==> config.mk <==
export PLATFORM = sky130hd
export DESIGN_NAME = mc_control
export DESIGN_NICKNAME = d
export VERILOG_FILES = /design/src/rtl/mc_pkg.sv /design/src/rtl/alu_op_decoder.sv /design/src/rtl/mc_control.sv
export SDC_FILE = /design/constraint.sdc
export NUM_CORES = 1
export LEC_CHECK = 0
export BUFFER_PORTS_ARGS = -buffer_cell sky130_fd_sc_hd__buf_2
export CORE_MARGIN = 3
export CORE_UTILIZATION = 40
export CTS_CLUSTER_DIAMETER = 100
export CTS_CLUSTER_SIZE = 10
export DETAILED_ROUTE_END_ITERATION = 16
export GPL_TIMING_DRIVEN = 0
export PLACE_DENSITY = 0.79
export SLEW_MARGIN = 20
export SYNTH_ARGS = -nofsm -noshare
export SYNTH_HDL_FRONTEND = slang
export SYNTH_SLANG_ARGS = --single-unit
export TNS_END_PERCENT = 10
==> constraint.sdc <==
create_clock -name clk_i -period 1.6 [get_ports clk_i]
set_input_delay 0.16 -clock clk_i [delete_from_list [all_inputs] [get_ports clk_i]]
set_output_delay 0.16 -clock clk_i [all_outputs]
set_load 0.03 [all_outputs]
==> src/rtl/mc_pkg.sv <==
// Shared encodings for the multicycle control unit: opcodes, functs, ALU ops, states, mux selects.
package mc_pkg;

    localparam int unsigned OP_W     = 6;
    localparam int unsigned FN_W     = 6;
    localparam int unsigned ALU_OP_W = 4;
    localparam int unsigned STATE_W  = 4;

    localparam logic [OP_W-1:0] OP_RTYPE = 6'b000000;
    localparam logic [OP_W-1:0] OP_LW    = 6'b100011;
    localparam logic [OP_W-1:0] OP_SW    = 6'b101011;
    localparam logic [OP_W-1:0] OP_BEQ   = 6'b000100;
    localparam logic [OP_W-1:0] OP_J     = 6'b000010;
    localparam logic [OP_W-1:0] OP_ADDI  = 6'b001000;

    localparam logic [FN_W-1:0] FN_ADD = 6'b100000;
    localparam logic [FN_W-1:0] FN_SUB = 6'b100010;
    localparam logic [FN_W-1:0] FN_AND = 6'b100100;
    localparam logic [FN_W-1:0] FN_OR  = 6'b100101;
    localparam logic [FN_W-1:0] FN_SLT = 6'b101010;
    localparam logic [FN_W-1:0] FN_NOR = 6'b100111;

    localparam logic [ALU_OP_W-1:0] ALU_AND = 4'b0000;
    localparam logic [ALU_OP_W-1:0] ALU_OR  = 4'b0001;
    localparam logic [ALU_OP_W-1:0] ALU_ADD = 4'b0010;
    localparam logic [ALU_OP_W-1:0] ALU_SUB = 4'b0110;
    localparam logic [ALU_OP_W-1:0] ALU_SLT = 4'b0111;
    localparam logic [ALU_OP_W-1:0] ALU_NOR = 4'b1100;

    localparam logic [1:0] PC_SRC_ALU    = 2'b00;
    localparam logic [1:0] PC_SRC_ALUOUT = 2'b01;
    localparam logic [1:0] PC_SRC_JUMP   = 2'b10;

    localparam logic [1:0] SRCB_REG    = 2'b00;
    localparam logic [1:0] SRCB_FOUR   = 2'b01;
    localparam logic [1:0] SRCB_IMM    = 2'b10;
    localparam logic [1:0] SRCB_IMM_SH = 2'b11;

    typedef enum logic [STATE_W-1:0] {
        S_IDLE   = 4'd0,
        S_FETCH  = 4'd1,
        S_DECODE = 4'd2,
        S_MEMADR = 4'd3,
        S_MEMRD  = 4'd4,
        S_MEMWB  = 4'd5,
        S_MEMWR  = 4'd6,
        S_EXEC   = 4'd7,
        S_ALUWB  = 4'd8,
        S_BRANCH = 4'd9,
        S_JUMP   = 4'd10,
        S_ADDIEX = 4'd11,
        S_ADDIWB = 4'd12
    } state_e;

endpackage

==> src/rtl/alu_op_decoder.sv <==
// R-type funct to ALU operation map; also flags which functs are supported.
module alu_op_decoder
    import mc_pkg::*;
(
    input  logic [FN_W-1:0]     funct,
    output logic [ALU_OP_W-1:0] alu_op,
    output logic                legal
);

    // Funct lookup; unsupported functs fall back to ADD and clear legal
    always_comb begin
        alu_op = ALU_ADD;
        legal  = 1'b1;
        case (funct)
            FN_ADD:  alu_op = ALU_ADD;
            FN_SUB:  alu_op = ALU_SUB;
            FN_AND:  alu_op = ALU_AND;
            FN_OR:   alu_op = ALU_OR;
            FN_SLT:  alu_op = ALU_SLT;
            FN_NOR:  alu_op = ALU_NOR;
            default: legal  = 1'b0;
        endcase
    end

endmodule

==> src/rtl/mc_control.sv <==
// Multicycle MIPS-subset control FSM: Moore decode of the state register plus
// registered illegal/bus-error pulses and a memory-wait timeout counter.
module mc_control
    import mc_pkg::*;
#(
    parameter int unsigned MEM_WAIT_MAX = 15
) (
    input  logic                clk_i,
    input  logic                rst_ni,
    input  logic [OP_W-1:0]     opcode_i,
    input  logic [FN_W-1:0]     funct_i,
    input  logic                zf_i,
    input  logic                mem_ready_i,
    output logic                pc_we_o,
    output logic [1:0]          pc_src_o,
    output logic                iord_o,
    output logic                mem_rd_o,
    output logic                mem_wr_o,
    output logic                ir_we_o,
    output logic                reg_dst_o,
    output logic                mem_to_reg_o,
    output logic                reg_we_o,
    output logic                alu_src_a_o,
    output logic [1:0]          alu_src_b_o,
    output logic [ALU_OP_W-1:0] alu_op_o,
    output logic                illegal_o,
    output logic                bus_err_o,
    output logic [STATE_W-1:0]  state_o
);

    localparam int unsigned CNT_W = (MEM_WAIT_MAX < 2) ? 1 : $clog2(MEM_WAIT_MAX + 1);

    state_e                state, state_d;
    logic [CNT_W-1:0]      wait_cnt, wait_cnt_d;
    logic                  illegal_q, illegal_d;
    logic                  bus_err_q;
    logic                  mem_wait, timeout;
    logic [ALU_OP_W-1:0]   fn_alu_op;
    logic                  fn_legal;

    alu_op_decoder u_alu_op_decoder (
        .funct  (funct_i),
        .alu_op (fn_alu_op),
        .legal  (fn_legal)
    );

    // Wait tracking: counter runs only while a memory state stalls, zero otherwise
    always_comb begin
        mem_wait   = ((state == S_FETCH) || (state == S_MEMRD) || (state == S_MEMWR)) && !mem_ready_i;
        timeout    = (MEM_WAIT_MAX != 0) && mem_wait
                     && ((32'(wait_cnt) + 32'd1) == 32'(MEM_WAIT_MAX));
        wait_cnt_d = (mem_wait && !timeout) ? wait_cnt + CNT_W'(1) : '0;
    end

    // State, counter and pulse registers
    always_ff @(posedge clk_i or negedge rst_ni) begin
        if (!rst_ni) begin
            state     <= S_IDLE;
            wait_cnt  <= '0;
            illegal_q <= 1'b0;
            bus_err_q <= 1'b0;
        end else begin
            state     <= state_d;
            wait_cnt  <= wait_cnt_d;
            illegal_q <= illegal_d;
            bus_err_q <= timeout;
        end
    end

    // Next-state and datapath control decode
    always_comb begin
        state_d      = state;
        illegal_d    = 1'b0;
        pc_we_o      = 1'b0;
        pc_src_o     = PC_SRC_ALU;
        iord_o       = 1'b0;
        mem_rd_o     = 1'b0;
        mem_wr_o     = 1'b0;
        ir_we_o      = 1'b0;
        reg_dst_o    = 1'b0;
        mem_to_reg_o = 1'b0;
        reg_we_o     = 1'b0;
        alu_src_a_o  = 1'b0;
        alu_src_b_o  = SRCB_REG;
        alu_op_o     = ALU_AND;
        case (state)
            S_IDLE: state_d = S_FETCH;
            S_FETCH: begin
                mem_rd_o    = 1'b1;
                alu_src_b_o = SRCB_FOUR;
                alu_op_o    = ALU_ADD;
                pc_src_o    = PC_SRC_ALU;
                if (mem_ready_i) begin
                    ir_we_o = 1'b1;
                    pc_we_o = 1'b1;
                    state_d = S_DECODE;
                end
            end
            S_DECODE: begin
                alu_src_b_o = SRCB_IMM_SH;
                alu_op_o    = ALU_ADD;
                case (opcode_i)
                    OP_LW, OP_SW: state_d = S_MEMADR;
                    OP_BEQ:       state_d = S_BRANCH;
                    OP_J:         state_d = S_JUMP;
                    OP_ADDI:      state_d = S_ADDIEX;
                    OP_RTYPE: begin
                        if (fn_legal) begin
                            state_d = S_EXEC;
                        end else begin
                            illegal_d = 1'b1;
                            state_d   = S_FETCH;
                        end
                    end
                    default: begin
                        illegal_d = 1'b1;
                        state_d   = S_FETCH;
                    end
                endcase
            end
            S_MEMADR: begin
                alu_src_a_o = 1'b1;
                alu_src_b_o = SRCB_IMM;
                alu_op_o    = ALU_ADD;
                state_d     = (opcode_i == OP_LW) ? S_MEMRD : S_MEMWR;
            end
            S_MEMRD: begin
                mem_rd_o = 1'b1;
                iord_o   = 1'b1;
                if (mem_ready_i)  state_d = S_MEMWB;
                else if (timeout) state_d = S_FETCH;
            end
            S_MEMWB: begin
                reg_we_o     = 1'b1;
                mem_to_reg_o = 1'b1;
                state_d      = S_FETCH;
            end
            S_MEMWR: begin
                mem_wr_o = 1'b1;
                iord_o   = 1'b1;
                if (mem_ready_i || timeout) state_d = S_FETCH;
            end
            S_EXEC: begin
                alu_src_a_o = 1'b1;
                alu_src_b_o = SRCB_REG;
                alu_op_o    = fn_alu_op;
                state_d     = S_ALUWB;
            end
            S_ALUWB: begin
                reg_we_o  = 1'b1;
                reg_dst_o = 1'b1;
                state_d   = S_FETCH;
            end
            S_BRANCH: begin
                alu_src_a_o = 1'b1;
                alu_src_b_o = SRCB_REG;
                alu_op_o    = ALU_SUB;
                pc_src_o    = PC_SRC_ALUOUT;
                pc_we_o     = zf_i;
                state_d     = S_FETCH;
            end
            S_JUMP: begin
                pc_we_o  = 1'b1;
                pc_src_o = PC_SRC_JUMP;
                state_d  = S_FETCH;
            end
            S_ADDIEX: begin
                alu_src_a_o = 1'b1;
                alu_src_b_o = SRCB_IMM;
                alu_op_o    = ALU_ADD;
                state_d     = S_ADDIWB;
            end
            S_ADDIWB: begin
                reg_we_o = 1'b1;
                state_d  = S_FETCH;
            end
            default: state_d = S_IDLE;
        endcase
    end

    assign illegal_o = illegal_q;
    assign bus_err_o = bus_err_q;
    assign state_o   = state;

endmodule

==> flow_metrics.tcl <==
set metrics [dict create \
    failed_checks "negative setup slack" \
    drv_cap 0 \
    synthToLayoutAreaGrowth_pct 53.5 \
    cts_tree "yes" \
    synth_edf_count 0 \
    period_needed_ns 1.65 \
    rsz0062_at_grt "yes" \
    critPathRequiredTime_ns 1.44 \
    fillerInstances 167 \
    synthCells 116 \
    yosys.area.top_type "dfrtp_1" \
    stdcell_area_sq_mm 0.00140 \
    grt.busiest_layer "met2" \
    drt_first_iter_violations 34 \
    synthFlopType "dfrtp_1" \
    slew_violations 0 \
    post-route-util 0.677 \
    ant_nets 0 \
    grt_start_max_net_pins 11 \
    core-area_sq_mm 0.00206 \
    fmax_mhz 605 \
    yosysSeqAreaShare 0.275 \
    io_pins 39 \
    path_buf_inv 2 \
    synth-seq-cells 10 \
    status "complete, but fails checks" \
    synth_top_area_share 0.275 \
    grtUsageMet2 0.302 \
    start_kind "flop" \
    synth_most_common_cell "nor2_1" \
    worstSetupPathType "reg -> out" \
    htree_levels 1 \
    use_met3 0.0388 \
    die_area_sq_mm 0.00288 \
    clock_path_buffers 2 \
    row_count 16 \
    grt_pass1_vias 936 \
    vias 1123 \
    end_kind "output pin" \
    grt_pass1_wl_microns 3880 \
    path_delay_family "simple AND/OR/NAND/NOR gates" \
    hold_viol 0 \
    die_y_microns 53.7 \
    path_common_cell "buf_6" \
    gp_congestion 0.930 \
    final_nets 191 \
    start_util 0.441 \
    diodes 0 \
    finalWorstSetupSlack_ns -0.0521 \
    worstPathCellList "buf_6, nand4b_1, nor2b_2, and2_1, buf_6" \
    drcViolationCount 0 \
    drive_gt1_frac 0.456 \
    tightest_slew_ns 0.365 \
    synth_area_per_cell_sq_um 7.84 \
    slew_headroom 0.755 \
    worstPathArrival_ns 1.49 \
    grt.met1_usage 0.228 \
    port_buffers 37 \
    syn-num-nets 134 \
    period_share 1.03 \
    ys_top_cells_by_count "19 x nor2_1, 10 x dfrtp_1, 9 x nand2_1" \
    cts_sinks 10 \
    grt_usage 0.185 \
    cp_slowest_cell "dfrtp_1" \
    synthTopCellsByArea "dfrtp_1 28%, nor2_1 7.8%, xnor2_1 3.9%, nand2_1 3.7%, a41o_1 3.3%" \
    power_leakage_nw 0.659 \
    clk_pin_slew_worst_paths_ns 0.06 \
    synthDistinctLibCells 46 \
    clock_skew_ns 0.00677 \
    cellPowerDensity_mw_per_mm2 1630 \
    die-width_microns 53.7 \
    drt-pass1-iter-count 4 \
    grt-ovfl-total 0 \
    yosysWarnings 0 \
    hp-class "in -> reg" \
    clk_latency_ns 0.26 \
    antenna_found_initial 0 \
    vdd_drop_max_mv 0.982 \
    routed_wl_microns 2650 \
    place.detailed.hpwl_microns 1840 \
    netlist_area_sq_um 910 \
    cts_root_buf "clkbuf_4" \
    finalSetupViolCount 5 \
    post_dp_cell_area_sq_mm 0.00116 \
    numCtsBuffers 3 \
    wire_per_inst_microns 13.4 \
    viasPerCell 5.67 \
    slowest_delay_ns 0.42 \
    path_max_fanout 6 \
    async_reset_ff_frac 1.00 \
]
## repair_timing
action,4_1_cts,5_1_grt
setup endpoints to repair,11,16
setup buffers,7,7
resized for setup,16,18
hold endpoints to repair,10,0
pin swaps,1,3
hold buffers,1,0
## worst register-to-register path, delay by kind of cell, from the launching register on
family          cells  cell delay (ns)
flops               1             0.43
simple gates        1             0.17
buf+inv             1             0.17
compound gates      3             0.67
## state kept, by name, indices dropped and copies added, names as in the netlist
| name | flops |
|---|---|
| state_o | 4 |
| illegal_o | 1 |
| wait_cnt | 4 |
| bus_err_o | 1 |
## through the flow
| stage | hold slack, ns | std cells | power (mW) | setup WS (ns) | setup TNS (ns) |
|---|---|---|---|---|---|
| after floorplan | -0.136 | 116 | 1.36 | -0.154 | -0.499 |
| after global placement | 0.0227 | 180 | 1.67 | -0.0455 | -0.0455 |
| after detailed placement | 0.0276 | 180 | 1.69 | -0.0736 | -0.0785 |
| after CTS | 0.197 | 191 | 2.06 | -0.0243 | -0.0462 |
| after global routing | 0.205 | 198 | 2.42 | -0.113 | -0.610 |
| final | 0.210 | 198 | 2.28 | -0.0521 | -0.203 |
## layout by cell type, fill, tap and decap left out, types with 2 or more instances in the layout
cell and instances:
nand4b_1 2, a31o_2 2, buf_2 29, a41o_1 3
buf_6 8, buf_4 17, nor2_2 4, nor2b_1 3
xnor2_1 4, a21boi_1 2, o21ai_1 2, nand3_1 3
a31oi_1 2, nor3_1 5, nor2_1 15, ha_2 2
xor2_1 2, o21ai_0 4, nand2b_1 2, inv_1 3
nand2_1 8, dfrtp_1 8, dfrtp_2 2, or3_1 2
clkbuf_4 4, a21oi_1 3
## logic make-up after synthesis
kind of cell	share of synthesized area
buf+inv	0.0468
mux	0.0234
compound gates	0.224
simple gates	0.334
fa+ha+maj	0.0385
flops	0.275
xor+xnor	0.0578
## final cells by class
cell class	count	area, sq um	area share
well taps	27	33.8	0.0242
inverters	4	15.0	0.0108
multi-input cells	97	672	0.481
plain buffers	5	46.3	0.0332
clock buffers	3	22.5	0.0161
flip-flops and latches	10	253	0.181
repair buffers	52	354	0.254
## worst paths after layout
kind	from	end	slack, ns	cells after the start
max in group asynchronous	rst_ni	state_o[3]	1.11	2
worst max register to register	state_o[1]	state_o[0]	0.06	5
worst max-delay path	state_o[1]	alu_op_o[0]	-0.05	5
worst min-delay path	opcode_i[4]	illegal_o	0.21	2
worst min register to register	wait_cnt[0]	wait_cnt[0]	0.50	1
min in group asynchronous	rst_ni	state_o[1]	0.28	2
## power breakdown
part	total [mW]	internal [mW]	switching, mW
logic	1.73	0.751	0.975
clock network	0.161	0.0862	0.0745
registers	0.394	0.320	0.0740
## metal layers
| metal | vias up | share of wire |
|---|---|---|
| li1 | 537 | - |
| met1 | 521 | 0.40 |
| met2 | 56 | 0.50 |
| met3 | 9 | 0.078 |
| met4 | 0 | 0.019 |
| met5 | - | 0 |
Power figures use the tool's default switching activity.
